$ cat src/rtl/metronome_sequencer.sv
// Metronome tempo controller: debounced tempo buttons, phase-accumulator beat
// scheduler, bar position / LED pattern, and a gated square-wave beep per beat.
// Optional feature: define ACCENT_EN to play the downbeat (beat 0 of each bar)
// with the higher-pitched ACCENT_HALF tone.
module metronome_sequencer #(
  parameter int unsigned CLK_FREQ        = 24000000,
  parameter int unsigned BPM_MIN         = 40,
  parameter int unsigned BPM_MAX         = 240,
  parameter int unsigned BPM_DEFAULT     = 90,
  parameter int unsigned BPM_STEP        = 5,
  parameter int unsigned BEATS_PER_BAR   = 4,
  parameter int unsigned BEEP_CYCLES     = 1440000,
  parameter int unsigned DEBOUNCE_CYCLES = 240000,
  parameter int unsigned TONE_HALF       = 12000,
  parameter int unsigned ACCENT_HALF     = 6000
) (
  input  logic       sys_clk,
  input  logic       sys_rst_n,
  input  logic       btn_up_n,
  input  logic       btn_down_n,
  output logic       speaker,
  output logic [2:0] led,
  output logic       beat_strobe,
  output logic [7:0] bpm
);

  localparam logic [32:0] LIMIT = 33'(CLK_FREQ) * 33'd60;

  localparam int unsigned DB_W    = $clog2(DEBOUNCE_CYCLES + 1);
  localparam logic [DB_W-1:0] DB_LAST = DB_W'(DEBOUNCE_CYCLES - 1);

  localparam int unsigned BEEP_W  = $clog2(BEEP_CYCLES + 1);
  localparam logic [BEEP_W-1:0] BEEP_LOAD = BEEP_W'(BEEP_CYCLES);
  localparam logic [BEEP_W-1:0] BEEP_ONE  = BEEP_W'(1);

  localparam int unsigned HALF_MAX = (TONE_HALF > ACCENT_HALF) ? TONE_HALF : ACCENT_HALF;
  localparam int unsigned TONE_W   = $clog2(HALF_MAX + 1);
  localparam logic [TONE_W-1:0] TONE_LAST = TONE_W'(TONE_HALF - 1);
`ifdef ACCENT_EN
  localparam logic [TONE_W-1:0] ACCENT_LAST = TONE_W'(ACCENT_HALF - 1);
`endif

  localparam logic [2:0] IDX_LAST = 3'(BEATS_PER_BAR - 1);

  typedef enum logic [0:0] {StIdle, StBeep} beep_state_e;

  // Index 0 is the up button, index 1 the down button.
  logic [1:0]            btn_raw;
  logic [1:0]            sync1_q, sync2_q;
  logic [1:0]            db_level_q, db_level_d;
  logic [1:0][DB_W-1:0]  db_cnt_q, db_cnt_d;
  logic [1:0]            press_q, press_d;

  logic [7:0]            bpm_q, bpm_d;
  logic [8:0]            bpm_up_sum;

  logic [31:0]           acc_q, acc_d;
  logic [32:0]           acc_sum;
  logic                  fire;

  logic                  beat_strobe_q;
  logic [2:0]            beat_idx_q;
  logic [2:0]            led_q, led_pattern;
  logic [TONE_W-1:0]     half_last_q, beat_half_last;

  beep_state_e           state_q, state_d;
  logic [BEEP_W-1:0]     beep_cnt_q, beep_cnt_d;
  logic [TONE_W-1:0]     tone_cnt_q, tone_cnt_d;
  logic                  speaker_q, speaker_d;

  assign btn_raw = {btn_down_n, btn_up_n};

  // Two-flop synchronizers; reset to the released level.
  always_ff @(posedge sys_clk or negedge sys_rst_n) begin
    if (!sys_rst_n) begin
      sync1_q <= 2'b11;
      sync2_q <= 2'b11;
    end else begin
      sync1_q <= btn_raw;
      sync2_q <= sync1_q;
    end
  end

  // Debounce: adopt a new level once it has been sampled DEBOUNCE_CYCLES times in a row.
  always_comb begin
    db_level_d = db_level_q;
    db_cnt_d   = '0;
    press_d    = '0;
    for (int i = 0; i < 2; i++) begin
      if (sync2_q[i] != db_level_q[i]) begin
        if (db_cnt_q[i] == DB_LAST) begin
          db_level_d[i] = sync2_q[i];
          press_d[i]    = ~sync2_q[i];
        end else begin
          db_cnt_d[i] = db_cnt_q[i] + 1'b1;
        end
      end
    end
  end

  // Debounce state and one-cycle press events.
  always_ff @(posedge sys_clk or negedge sys_rst_n) begin
    if (!sys_rst_n) begin
      db_level_q <= 2'b11;
      db_cnt_q   <= '0;
      press_q    <= '0;
    end else begin
      db_level_q <= db_level_d;
      db_cnt_q   <= db_cnt_d;
      press_q    <= press_d;
    end
  end

  assign bpm_up_sum = {1'b0, bpm_q} + 9'(BPM_STEP);

  // Saturating tempo step; simultaneous up and down cancel out.
  always_comb begin
    bpm_d = bpm_q;
    if (press_q[0] && !press_q[1]) begin
      bpm_d = (bpm_up_sum > 9'(BPM_MAX)) ? 8'(BPM_MAX) : bpm_up_sum[7:0];
    end else if (press_q[1] && !press_q[0]) begin
      bpm_d = (bpm_q < 8'(BPM_MIN + BPM_STEP)) ? 8'(BPM_MIN) : bpm_q - 8'(BPM_STEP);
    end
  end

  // Beat scheduler: add bpm every cycle, fire and wrap once the sum reaches CLK_FREQ*60.
  always_comb begin
    acc_sum = {1'b0, acc_q} + 33'(bpm_q);
    fire    = (acc_sum >= LIMIT);
    acc_d   = fire ? 32'(acc_sum - LIMIT) : acc_sum[31:0];
  end

  // Tempo and phase accumulator registers.
  always_ff @(posedge sys_clk or negedge sys_rst_n) begin
    if (!sys_rst_n) begin
      bpm_q <= 8'(BPM_DEFAULT);
      acc_q <= '0;
    end else begin
      bpm_q <= bpm_d;
      acc_q <= acc_d;
    end
  end

  // LED pattern and tone pitch for the beat about to fire, from the current bar index.
  always_comb begin
    case (beat_idx_q)
      3'd0:    led_pattern = 3'b110;
      3'd1:    led_pattern = 3'b101;
      3'd2:    led_pattern = 3'b011;
      default: led_pattern = 3'b000;
    endcase
`ifdef ACCENT_EN
    beat_half_last = (beat_idx_q == 3'd0) ? ACCENT_LAST : TONE_LAST;
`else
    beat_half_last = TONE_LAST;
`endif
  end

  // Beat bookkeeping: strobe, bar position, LED hold and tone pitch latch.
  always_ff @(posedge sys_clk or negedge sys_rst_n) begin
    if (!sys_rst_n) begin
      beat_strobe_q <= 1'b0;
      beat_idx_q    <= '0;
      led_q         <= 3'b111;
      half_last_q   <= TONE_LAST;
    end else begin
      beat_strobe_q <= fire;
      if (fire) begin
        beat_idx_q  <= (beat_idx_q == IDX_LAST) ? 3'd0 : beat_idx_q + 3'd1;
        led_q       <= led_pattern;
        half_last_q <= beat_half_last;
      end
    end
  end

  // Beep FSM state register.
  always_ff @(posedge sys_clk or negedge sys_rst_n) begin
    if (!sys_rst_n) begin
      state_q <= StIdle;
    end else begin
      state_q <= state_d;
    end
  end

  // Beep FSM next state: any beat (re)starts the beep, it ends when the counter runs out.
  always_comb begin
    state_d = state_q;
    unique case (state_q)
      StIdle:  if (fire) state_d = StBeep;
      StBeep:  if (!fire && beep_cnt_q == BEEP_ONE) state_d = StIdle;
      default: state_d = StIdle;
    endcase
  end

  // Beep FSM outputs: beep length countdown and tone square wave, starting low.
  always_comb begin
    beep_cnt_d = beep_cnt_q;
    tone_cnt_d = tone_cnt_q;
    speaker_d  = speaker_q;
    if (fire) begin
      beep_cnt_d = BEEP_LOAD;
      tone_cnt_d = '0;
      speaker_d  = 1'b0;
    end else if (state_q == StBeep) begin
      beep_cnt_d = beep_cnt_q - 1'b1;
      if (beep_cnt_q == BEEP_ONE) begin
        tone_cnt_d = '0;
        speaker_d  = 1'b1;
      end else if (tone_cnt_q == half_last_q) begin
        tone_cnt_d = '0;
        speaker_d  = ~speaker_q;
      end else begin
        tone_cnt_d = tone_cnt_q + 1'b1;
      end
    end
  end

  // Beep datapath registers; speaker idles high.
  always_ff @(posedge sys_clk or negedge sys_rst_n) begin
    if (!sys_rst_n) begin
      beep_cnt_q <= '0;
      tone_cnt_q <= '0;
      speaker_q  <= 1'b1;
    end else begin
      beep_cnt_q <= beep_cnt_d;
      tone_cnt_q <= tone_cnt_d;
      speaker_q  <= speaker_d;
    end
  end

  assign speaker     = speaker_q;
  assign led         = led_q;
  assign beat_strobe = beat_strobe_q;
  assign bpm         = bpm_q;

endmodule

$ cat config.mk
export PLATFORM = sky130hd
export DESIGN_NAME = metronome_sequencer
export DESIGN_NICKNAME = d
export VERILOG_FILES = /design/src/rtl/metronome_sequencer.sv
export SDC_FILE = /design/constraint.sdc
export NUM_CORES = 1
export LEC_CHECK = 0
export CAP_MARGIN = 20
export CELL_PAD_IN_SITES_DETAIL_PLACEMENT = 1
export CELL_PAD_IN_SITES_GLOBAL_PLACEMENT = 2
export CORE_MARGIN = 1.5
export CORE_UTILIZATION = 40
export CTS_CLUSTER_SIZE = 30
export DETAILED_ROUTE_END_ITERATION = 7
export PLACE_DENSITY_LB_ADDON = 0.1
export SYNTH_ARGS = -nofsm -noshare
export SYNTH_HDL_FRONTEND = slang
export SYNTH_SLANG_ARGS = --single-unit
$ cat constraint.sdc
create_clock -name sys_clk -period 5 [get_ports sys_clk]
set_input_delay 1 -clock sys_clk [delete_from_list [all_inputs] [get_ports sys_clk]]
set_output_delay 1 -clock sys_clk [all_outputs]
set_load 0.05 [all_outputs]
==> impl_metrics.tcl, run 1 <==
set metrics [dict create \
    p_leak_nw 3.76 \
    layout_commonest_cell "dfrtp_1" \
    gr-total-overflow 0 \
    antenna_cells 0 \
    clk_path_buf_depth 2 \
    area_delta_synth_final_pct 13.5 \
    hold_buffers 0 \
    ff2ff_path_depth 14 \
    routedWlPerCell_um 17.5 \
    final.min_clock_period_ns 4.42 \
    clk_pin_slew_worst_paths_ns 0.07 \
    setup_violations 0 \
    rsz0062_at_grt "no" \
    ir_drop_mv 0.227 \
    synthDistinctLibCells 80 \
    netlist_area_um2 7580 \
    dp.cells 1056 \
    dpl.hpwl_mm 13.5 \
    max_slew_margin_pct 30.3 \
    crit_path_max_fanout 26 \
    worst_pin_slew_ns 1.05 \
    async_flop_share_pct 100 \
    io_pins 17 \
    holdWs_ns 0.355 \
    final_cell_mix "dfrtp_1, nor2_1, nand2_1, xnor2_1" \
    crit_arrival_ns 4.76 \
    drive_above_1_share_pct 10.1 \
    cts_setup_buffers 0 \
    drv_cap 0 \
    coreArea_um2 18600 \
    drt_pass1_iterations 5 \
    ys_warn_count 0 \
    vias 6167 \
    vias_per_cell 5.67 \
    antenna_left 0 \
    antenna_found_initial 0 \
    grt_pass1_vias 6627 \
    post-route-period-util_pct 88.4 \
    die_w_um 141 \
    rows 50 \
    synthCells 822 \
    postRouteWirelength_mm 19.1 \
    min_path_cells 0 \
    hold_violations 0 \
    dr.first_iter.drc_count 251 \
    end_kind "flip-flop" \
    cp-start-kind "flip-flop" \
    min_path_type "reg2reg" \
    cellPowerDensity_nw_per_um2 275 \
    final-max-slew-violation-count 0 \
    gp_congestion 0.809 \
    grt_max_degree 100 \
    layoutNonFillerInstCount 1088 \
    setup_tns_ns 0 \
    clkSinkCount 128 \
    drc 0 \
    cts-root-buf "clkbuf_16" \
    synth_edf_count 0 \
    cts.repair.resized 0 \
    htreeDepth 4 \
    syn_avg_cell_area_um2 9.22 \
    status "finished, final reports clean" \
    start_util_pct 40.7 \
    die_h_um 141 \
    ys.flop_type "dfrtp_1" \
    dieArea_um2 19800 \
    synthesis.nets 849 \
    fmax_mhz 226 \
    yosysSeqAreaShare_pct 42.5 \
    grt_usage_pct 20.8 \
    synth-seq-cells 128 \
    nets 868 \
    cts_tree "built" \
    skew_ns 0.0102 \
    cts_buffers 17 \
    io_buffers 16 \
    required_ns 5.34 \
    critPathKind "reg2reg" \
    grt_pass1_wl_mm 33.4 \
    clk_latency_ns 0.42 \
]
-- flip-flops by register name, summed over array words and instances (netlist names) --
signal and flops:
db_cnt_q 36, speaker 1, db_level_q 2, beat_idx_q 3, state_q 1, press_q 2
acc_q 32, sync1_q 2, beat_strobe 1, beep_cnt_q 21, bpm 8, tone_cnt_q 14
led 3, sync2_q 2
-- final timing paths --
check / slack [ns] / start / end
max: 0.58 / bpm[0] / led[1]
min: 0.35 / sync1_q[1] / sync2_q[1]
max reg2reg: 0.58 / bpm[0] / led[1]
min reg2reg: 0.35 / sync1_q[1] / sync2_q[1]
max in group asynchronous: 3.33 / sys_rst_n / sync1_q[0]
min in group asynchronous: 0.65 / sys_rst_n / bpm[5]
-- critical path, cell delays in order, from the launching register on --
cell and delay [ns]:
dfrtp_1 0.56, ha_1 0.26, inv_1 0.07, fa_1 0.39, nand2b_1 0.19, a21oi_2 0.45
o2111ai_1 0.25, xor2_1 0.29, nand2b_1 0.31, nor4_1 0.52, nand4_1 0.24, nand2b_4 0.15
nor2_4 0.05, inv_4 0.24, mux2_1 0.36
-- cell usage after synthesis (4+ instances only) --
cell | instances | area share, %
a21oi_1 | 44 | 2.9
nor2b_1 | 7 | 0.58
and3_1 | 23 | 1.9
dfstp_2 | 14 | 4.9
nor4_1 | 8 | 0.66
xnor2_1 | 58 | 6.7
and2_1 | 4 | 0.33
nand3_1 | 40 | 2.6
or3_1 | 12 | 0.99
or4_1 | 5 | 0.50
nand2b_1 | 7 | 0.58
nor3b_1 | 12 | 1.2
a221oi_1 | 4 | 0.46
o211ai_1 | 9 | 0.89
nor3_1 | 25 | 1.7
and4_1 | 5 | 0.58
nand4_1 | 11 | 0.91
o31ai_1 | 5 | 0.50
nand2_1 | 67 | 3.3
o21a_1 | 7 | 0.69
inv_1 | 30 | 1.5
nor2_1 | 84 | 4.2
a211oi_1 | 4 | 0.40
o21ai_1 | 9 | 0.59
or2_2 | 4 | 0.33
buf_2 | 5 | 0.33
a21o_1 | 8 | 0.79
ha_1 | 22 | 3.6
o21ai_0 | 43 | 2.8
o2111ai_1 | 4 | 0.46
dfrtp_1 | 114 | 38
xor2_1 | 39 | 4.5
clkbuf_1 | 19 | 0.94
-- layer usage --
metal / track usage, % / vias up / part of all wire, %
met5: 0 / - / 0
met3: 3.63 / 28 / 2.1
met4: 6.25 / 0 / 1.6
met2: 34.4 / 65 / 48
li1: - / 2961 / -
met1: 28.1 / 3113 / 48
-- where the power goes --
part,switching (mW),internal (mW)
sequential,0.00508,1.04
clock,0.517,0.766
combinational,0.0283,0.00676
total,0.550,1.82
-- area by class of cell --
cell class                 instances  area, µm²
clock buffer                      18        439
clock inverter                    14        170
fill                            2177      10000
inverter                          31        119
multi-input combinational        634       4100
sequential                       128       3220
tap                              234        293
timing repair buffer              29        259
-- cell families (layout without fill, tap and decap cells) --
kind of cell	Yosys count	count (layout)	share of synthesized area, %
flops	128	128	42.5
mux	9	9	1.29
xor+xnor	97	97	11.2
fa+ha+maj	23	23	3.89
buf+inv	60	92	3.43
compound gates	171	171	14.7
simple gates	334	334	23.0
-- per-stage QoR --
step / utilization [%] / instance area (µm²) / setup slack [ns] / power, mW
2_1_floorplan: - / 7580 / 0.878 / 1.07
3_3_place_gp: 42.9 / 7990 / 0.510 / 1.10
3_5_place_dp: 42.9 / 7990 / 0.323 / 1.10
4_1_cts: 46.1 / 8600 / 0.304 / 2.40
5_1_grt: 46.2 / 8600 / 0.175 / 2.45
6_report: 46.2 / 8600 / 0.580 / 2.37
Power figures use the tool's default switching activity.
==> inputs of run 2 (changes only) <==
--- a/config.mk
+++ b/config.mk
@@ -13,6 +13,7 @@
 export CTS_CLUSTER_SIZE = 30
 export DETAILED_ROUTE_END_ITERATION = 7
 export PLACE_DENSITY_LB_ADDON = 0.1
+export RECOVER_POWER = 50
 export SYNTH_ARGS = -nofsm -noshare
 export SYNTH_HDL_FRONTEND = slang
 export SYNTH_SLANG_ARGS = --single-unit
==> run 2 against run 1 <==
  * The run now ends with capacitance limit, slew limit left
  * Clock skew is essentially flat
  * Setup slack lost 0.045 ns
  * Register-to-register slack lost 0.05 ns
  * Maximum frequency shrank 1.0%
  * Largest power group unchanged
  * Critical path depth shrank 1
  * Count of clock-buffer cells in the layout is the same
  * Critical endpoint is now led[0]
  * Hold slack is essentially flat
  * Via count shrank 0.32%
  * Core utilization shrank 0.054 points
  * Non-clock buffer count is the same
  * Sequential cell count is the same
==> impl_metrics.tcl, run 2 (synthesized netlist as in run 1, its figures left out) <==
set metrics [dict create \
    status "finished, violations left" \
    violations "capacitance limit, slew limit" \
    power_frac_comb_pct 1.4 \
    postRouteWirelength_mm 19.1 \
    area_delta_synth_final_pct 13.4 \
    coreArea_um2 18600 \
    htreeDepth 4 \
    cts_buffers 17 \
    die_h_um 141 \
    setup_violations 0 \
    grt_pass1_vias 6627 \
    crit_end "led[0]" \
    power.switching_mw 0.550 \
    layout_commonest_cell "dfrtp_1" \
    hold_violations 0 \
    gp_congestion 0.809 \
    crit_buf_inv 2 \
    critPathKind "reg2reg" \
    regMostFlops "db_cnt_q" \
    grt_usage_pct 20.8 \
    setup_tns_ns 0 \
    r2r-end "led[0]" \
    dr.first_iter.drc_count 269 \
    crit_chain "inv_1 -> fa_1 -> nand2b_1 -> a21oi_2 -> o2111ai_1 -> xor2_1 -> nand2b_1 -> nor4_1 -> nand4_1 -> nand2b_4 -> nor2_4 -> inv_4 -> mux2_1" \
    die_w_um 141 \
    reg_top3 "db_cnt_q (36), acc_q (32), beep_cnt_q (21)" \
    grt_pass1_wl_mm 33.4 \
    clk_latency_ns 0.42 \
    largest_register_ffs 36 \
    p_total_mw 2.36 \
    crit_path_top_delay_cell "dfstp_1" \
    max_stage_delay_ns 0.71 \
    cts_tree "built" \
    pwr-share-seq_pct 44.3 \
    routedWlPerCell_um 17.5 \
    cp.depth 13 \
    clk_pin_slew_worst_paths_ns 0.07 \
    dp.cells 1056 \
    required_ns 5.34 \
    start_util_pct 40.7 \
    cellPowerDensity_nw_per_um2 275 \
    utilization_pct 46.1 \
    nets 868 \
    drt_pass1_iterations 4 \
    max_slew_margin_pct -71.9 \
    p_int_mw 1.81 \
    crit_arrival_ns 4.81 \
    cts-root-buf "clkbuf_16" \
    final-max-slew-violation-count 131 \
    drive_above_1_share_pct 9.84 \
    antenna_left 0 \
    vias_per_cell 5.65 \
    cts_setup_buffers 0 \
    drc 0 \
    cp-start-kind "flip-flop" \
    skew_ns 0.0103 \
    min_path_type "reg2reg" \
    io_buffers 16 \
    ff2ff_path_depth 13 \
    layoutNonFillerInstCount 1088 \
    gr-total-overflow 0 \
    grt_max_degree 100 \
    cpMostUsedCell "nand2b_1" \
    rrSetupSlack_ns 0.53 \
    crit_path_max_fanout 26 \
    startpoint "bpm[1]" \
    final.min_clock_period_ns 4.47 \
    dpl.hpwl_mm 13.5 \
    drv_cap 2 \
    p_sw_share_pct 23.3 \
    end_kind "flip-flop" \
    post-route-period-util_pct 89.3 \
    p_leak_nw 3.75 \
    vias 6147 \
    antenna_found_initial 0 \
    final_cell_mix "dfrtp_1, nor2_1, nand2_1, xnor2_1" \
    rsz0062_at_grt "no" \
    clkSinkCount 128 \
    worst_pin_slew_ns 2.58 \
    pwr-share-clk_pct 54.2 \
    io_pins 17 \
    critPathTopFamily "simple AND/OR/NAND/NOR gates" \
    ir_drop_mv 0.227 \
    rows 50 \
    antenna_cells 0 \
    timing.rr.start "bpm[1]" \
    dieArea_um2 19800 \
    clk_path_buf_depth 2 \
    fmax_mhz 224 \
]
-- run 2: area by class of cell --
cell class	count	area, µm²
Tap cell	234	293
Timing Repair Buffer	29	249
Multi-Input combinational cell	634	4100
Fill cell	2179	10000
Clock buffer	18	439
Clock inverter	14	170
Inverter	31	119
Sequential cell	128	3220
-- run 2: through the flow --
stage	setup slack (ns)	hold slack, ns	cell area, µm²
finish	0.535	0.355	8590
global route	0.137	0.359	8590
CTS	0.304	0.360	8600
detailed placement	0.323	0.349	7990
global placement	0.510	0.345	7990
floorplan	0.878	0.345	7580
-- run 2: worst min-delay path by stage --
stage | slack (ns) | endpoint | cells past startpoint | from
after detailed placement | 0.35 | sync2_q[1] | 0 | sync1_q[1]
after CTS | 0.36 | sync2_q[1] | 0 | sync1_q[1]
final | 0.36 | sync2_q[1] | 0 | sync1_q[1]
after global routing | 0.36 | sync2_q[1] | 0 | sync1_q[1]
after floorplan | 0.35 | sync2_q[0] | 0 | sync1_q[0]
after global placement | 0.35 | sync2_q[0] | 0 | sync1_q[0]
-- run 2: per-layer routing --
layer	global-route usage [%]	vias up	routed length (µm)
li1	-	2961	-
met1	28.1	3098	9240
met2	34.4	63	9140
met3	3.63	25	390
met4	6.25	0	310
met5	0	-	0
-- run 2: timing repair --
item,4_1_cts,5_1_grt
hold buffers,0,0
setup endpoints to repair,0,29
resized for setup,0,1
-- run 2: power by group through the flow --
stage          combinational, mW  sequential [mW]  clock [mW]
3_5_place_dp              0.0377             1.07           0
4_1_cts                   0.0379             1.05        1.31
2_1_floorplan            0.00929             1.07           0
5_1_grt                   0.0407             1.05        1.36
3_3_place_gp              0.0356             1.07           0
6_report                  0.0339             1.05        1.28
==> inputs of run 3 (changes only) <==
--- a/config.mk
+++ b/config.mk
@@ -8,7 +8,6 @@
 export CAP_MARGIN = 20
 export CELL_PAD_IN_SITES_DETAIL_PLACEMENT = 1
 export CELL_PAD_IN_SITES_GLOBAL_PLACEMENT = 2
-export CORE_MARGIN = 1.5
 export CORE_UTILIZATION = 40
 export CTS_CLUSTER_SIZE = 30
 export DETAILED_ROUTE_END_ITERATION = 7
==> run 3 against run 2 <==
  * The flow still finishes with violations (capacitance limit, slew limit)
  * Sequential share of layout area fell by 0.10 points
  * Sequential power about the same
  * Sequential cell count unchanged
  * Combinational power rose by 1%
  * Largest power group unchanged
==> impl_metrics.tcl, run 3 (synthesized netlist as in run 1, its figures left out) <==
set metrics [dict create \
    vias 6132 \
    multiInputGateArea_um2 4100 \
    grt_usage_pct 20.9 \
    cellPowerDensity_nw_per_um2 281 \
    drt_pass1_iterations 4 \
    min_path_type "reg2reg" \
    gr-total-overflow 0 \
    dieArea_um2 19500 \
    dr.first_iter.drc_count 245 \
    required_ns 5.34 \
    cts_tree "built" \
    final.min_clock_period_ns 4.54 \
    violations "capacitance limit, slew limit" \
    worst_pin_slew_ns 3.25 \
    layout_commonest_cell "dfrtp_1" \
    cts_buffers 17 \
    io_buffers 16 \
    ir_drop_mv 0.181 \
    clk_latency_ns 0.42 \
    hold_buffers 0 \
    largest_register_ffs 36 \
    grt_max_degree 59 \
    cp-start-kind "flip-flop" \
    regMostFlops "db_cnt_q" \
    final-max-slew-violation-count 59 \
    p_leak_nw 3.76 \
    rsz0062_at_grt "no" \
    final_cell_mix "dfrtp_1, nor2_1, nand2_1, xnor2_1" \
    hold_violations 0 \
    io_pins 17 \
    crit_path_max_fanout 18 \
    end_kind "flip-flop" \
    grt_pass1_wl_mm 32.7 \
    pre_cts_slack_ns 0.201 \
    crit_arrival_ns 4.88 \
    nets 868 \
    crit_path_top_delay_cell "dfstp_1" \
    post_dp_cell_area_um2 7990 \
    dpl.hpwl_mm 13.3 \
    gp_congestion 0.817 \
    htreeDepth 4 \
    fmax_mhz 220 \
    fillCellCount 2095 \
    postRouteWirelength_mm 19.0 \
    cts-root-buf "clkbuf_16" \
    reg_top3 "db_cnt_q (36), acc_q (32), beep_cnt_q (21)" \
    area_delta_synth_final_pct 13.7 \
    coreArea_um2 18300 \
    skew_ns 0.0100 \
    worst_slack_ns 0.462 \
    clkSinkCount 128 \
    vias_per_cell 5.66 \
    fin_area_um2 8620 \
    cts_setup_buffers 0 \
    drc 0 \
    antenna_left 0 \
    antenna_found_initial 0 \
    rows 49 \
    setup_tns_ns 0 \
    max_stage_delay_ns 0.70 \
    critPathKind "reg2reg" \
    max_slew_margin_pct -117 \
    utilization_pct 47.2 \
    setup_violations 0 \
    drive_above_1_share_pct 9.48 \
    clk_pin_slew_worst_paths_ns 0.06 \
    drv_cap 1 \
    clk_path_buf_depth 2 \
    die_w_um 140 \
    antenna_cells 0 \
    crit_chain "inv_1 -> fa_1 -> nand2b_1 -> a21oi_2 -> o21ai_2 -> a2bb2oi_1 -> and3_1 -> nor4_1 -> nand4_1 -> nand2b_4 -> nor2_4 -> inv_4 -> mux2_1" \
    routedWlPerCell_um 17.5 \
    die_h_um 140 \
    grt_pass1_vias 6429 \
    post-route-period-util_pct 90.8 \
    status "finished, violations left" \
    start_util_pct 41.5 \
    seq_area_um2 3220 \
]
[run 3: cell types whose count changed in the layout (fill, tap and decap cells not counted), sizes merged]
cell | before | now
buf | 12 | 11
inv | 38 | 33
clkbuf | 20 | 24
bufinv | 2 | 4
[run 3: per-layer routing]
metal / vias up / share of wire [%] / global-route usage (%)
li1: 2950 / - / -
met1: 3089 / 48 / 27.3
met2: 65 / 48 / 34.7
met3: 28 / 2.1 / 3.44
met4: 0 / 1.8 / 7.63
met5: - / 0 / 0
[run 3: what timing repair did]
action,in CTS,in global routing
setup endpoints to repair,0,32
resized for setup,0,1
hold endpoints to repair,0,0
[run 3: final cells by class]
type                            instances  share of cell area (%)
Clock buffer                           21                    5.23
Clock inverter                         11                    2.08
Inverter                               31                    1.38
Multi-Input combinational cell        634                    47.6
Sequential cell                       128                    37.4
Tap cell                              229                    3.32
Timing Repair Buffer                   29                    3.01
[run 3: worst paths after layout]
| check | startpoint | end | slack (ns) | depth (start not counted) |
|---|---|---|---|---|
| worst max-delay path | bpm[1] | led[0] | 0.46 | 13 |
| worst min-delay path | sync1_q[1] | sync2_q[1] | 0.36 | 0 |
| worst max register to register | bpm[1] | led[0] | 0.46 | 13 |
| worst min register to register | sync1_q[1] | sync2_q[1] | 0.36 | 0 |
| max in group asynchronous | sys_rst_n | acc_q[15] | 1.02 | 2 |
| min in group asynchronous | sys_rst_n | bpm[5] | 1.65 | 1 |
[run 3: through the flow]
| stage | power [mW] | hold slack, ns | cells |
|---|---|---|---|
| global placement | 1.10 | 0.346 | 1051 |
| CTS | 2.47 | 0.362 | 1083 |
| floorplan | 1.07 | 0.345 | 822 |
| global route | 2.51 | 0.368 | 1083 |
| finish | 2.43 | 0.360 | 1083 |
| detailed placement | 1.10 | 0.349 | 1051 |
[run 3: power by group]
| group | internal, mW | total (mW) | leakage, nW | switching [mW] |
|---|---|---|---|---|
| Clock | 0.853 | 1.34 | 0.298 | 0.489 |
| Sequential | 1.04 | 1.05 | 1.73 | 0.00499 |
| Combinational | 0.00588 | 0.0343 | 1.73 | 0.0285 |
| Total | 1.90 | 2.43 | 3.76 | 0.523 |
[run 3: worst max-delay path: cells and delay by family, from the launching register on]
kind / cells / cell delay [ns]
AO/OA/AOI/OAI: 3 / 0.96
adder cells (fa/ha/maj): 1 / 0.46
multiplexers: 1 / 0.35
flip-flops: 1 / 0.70
AND/OR/NAND/NOR: 6 / 1.64
buffers and inverters: 2 / 0.34
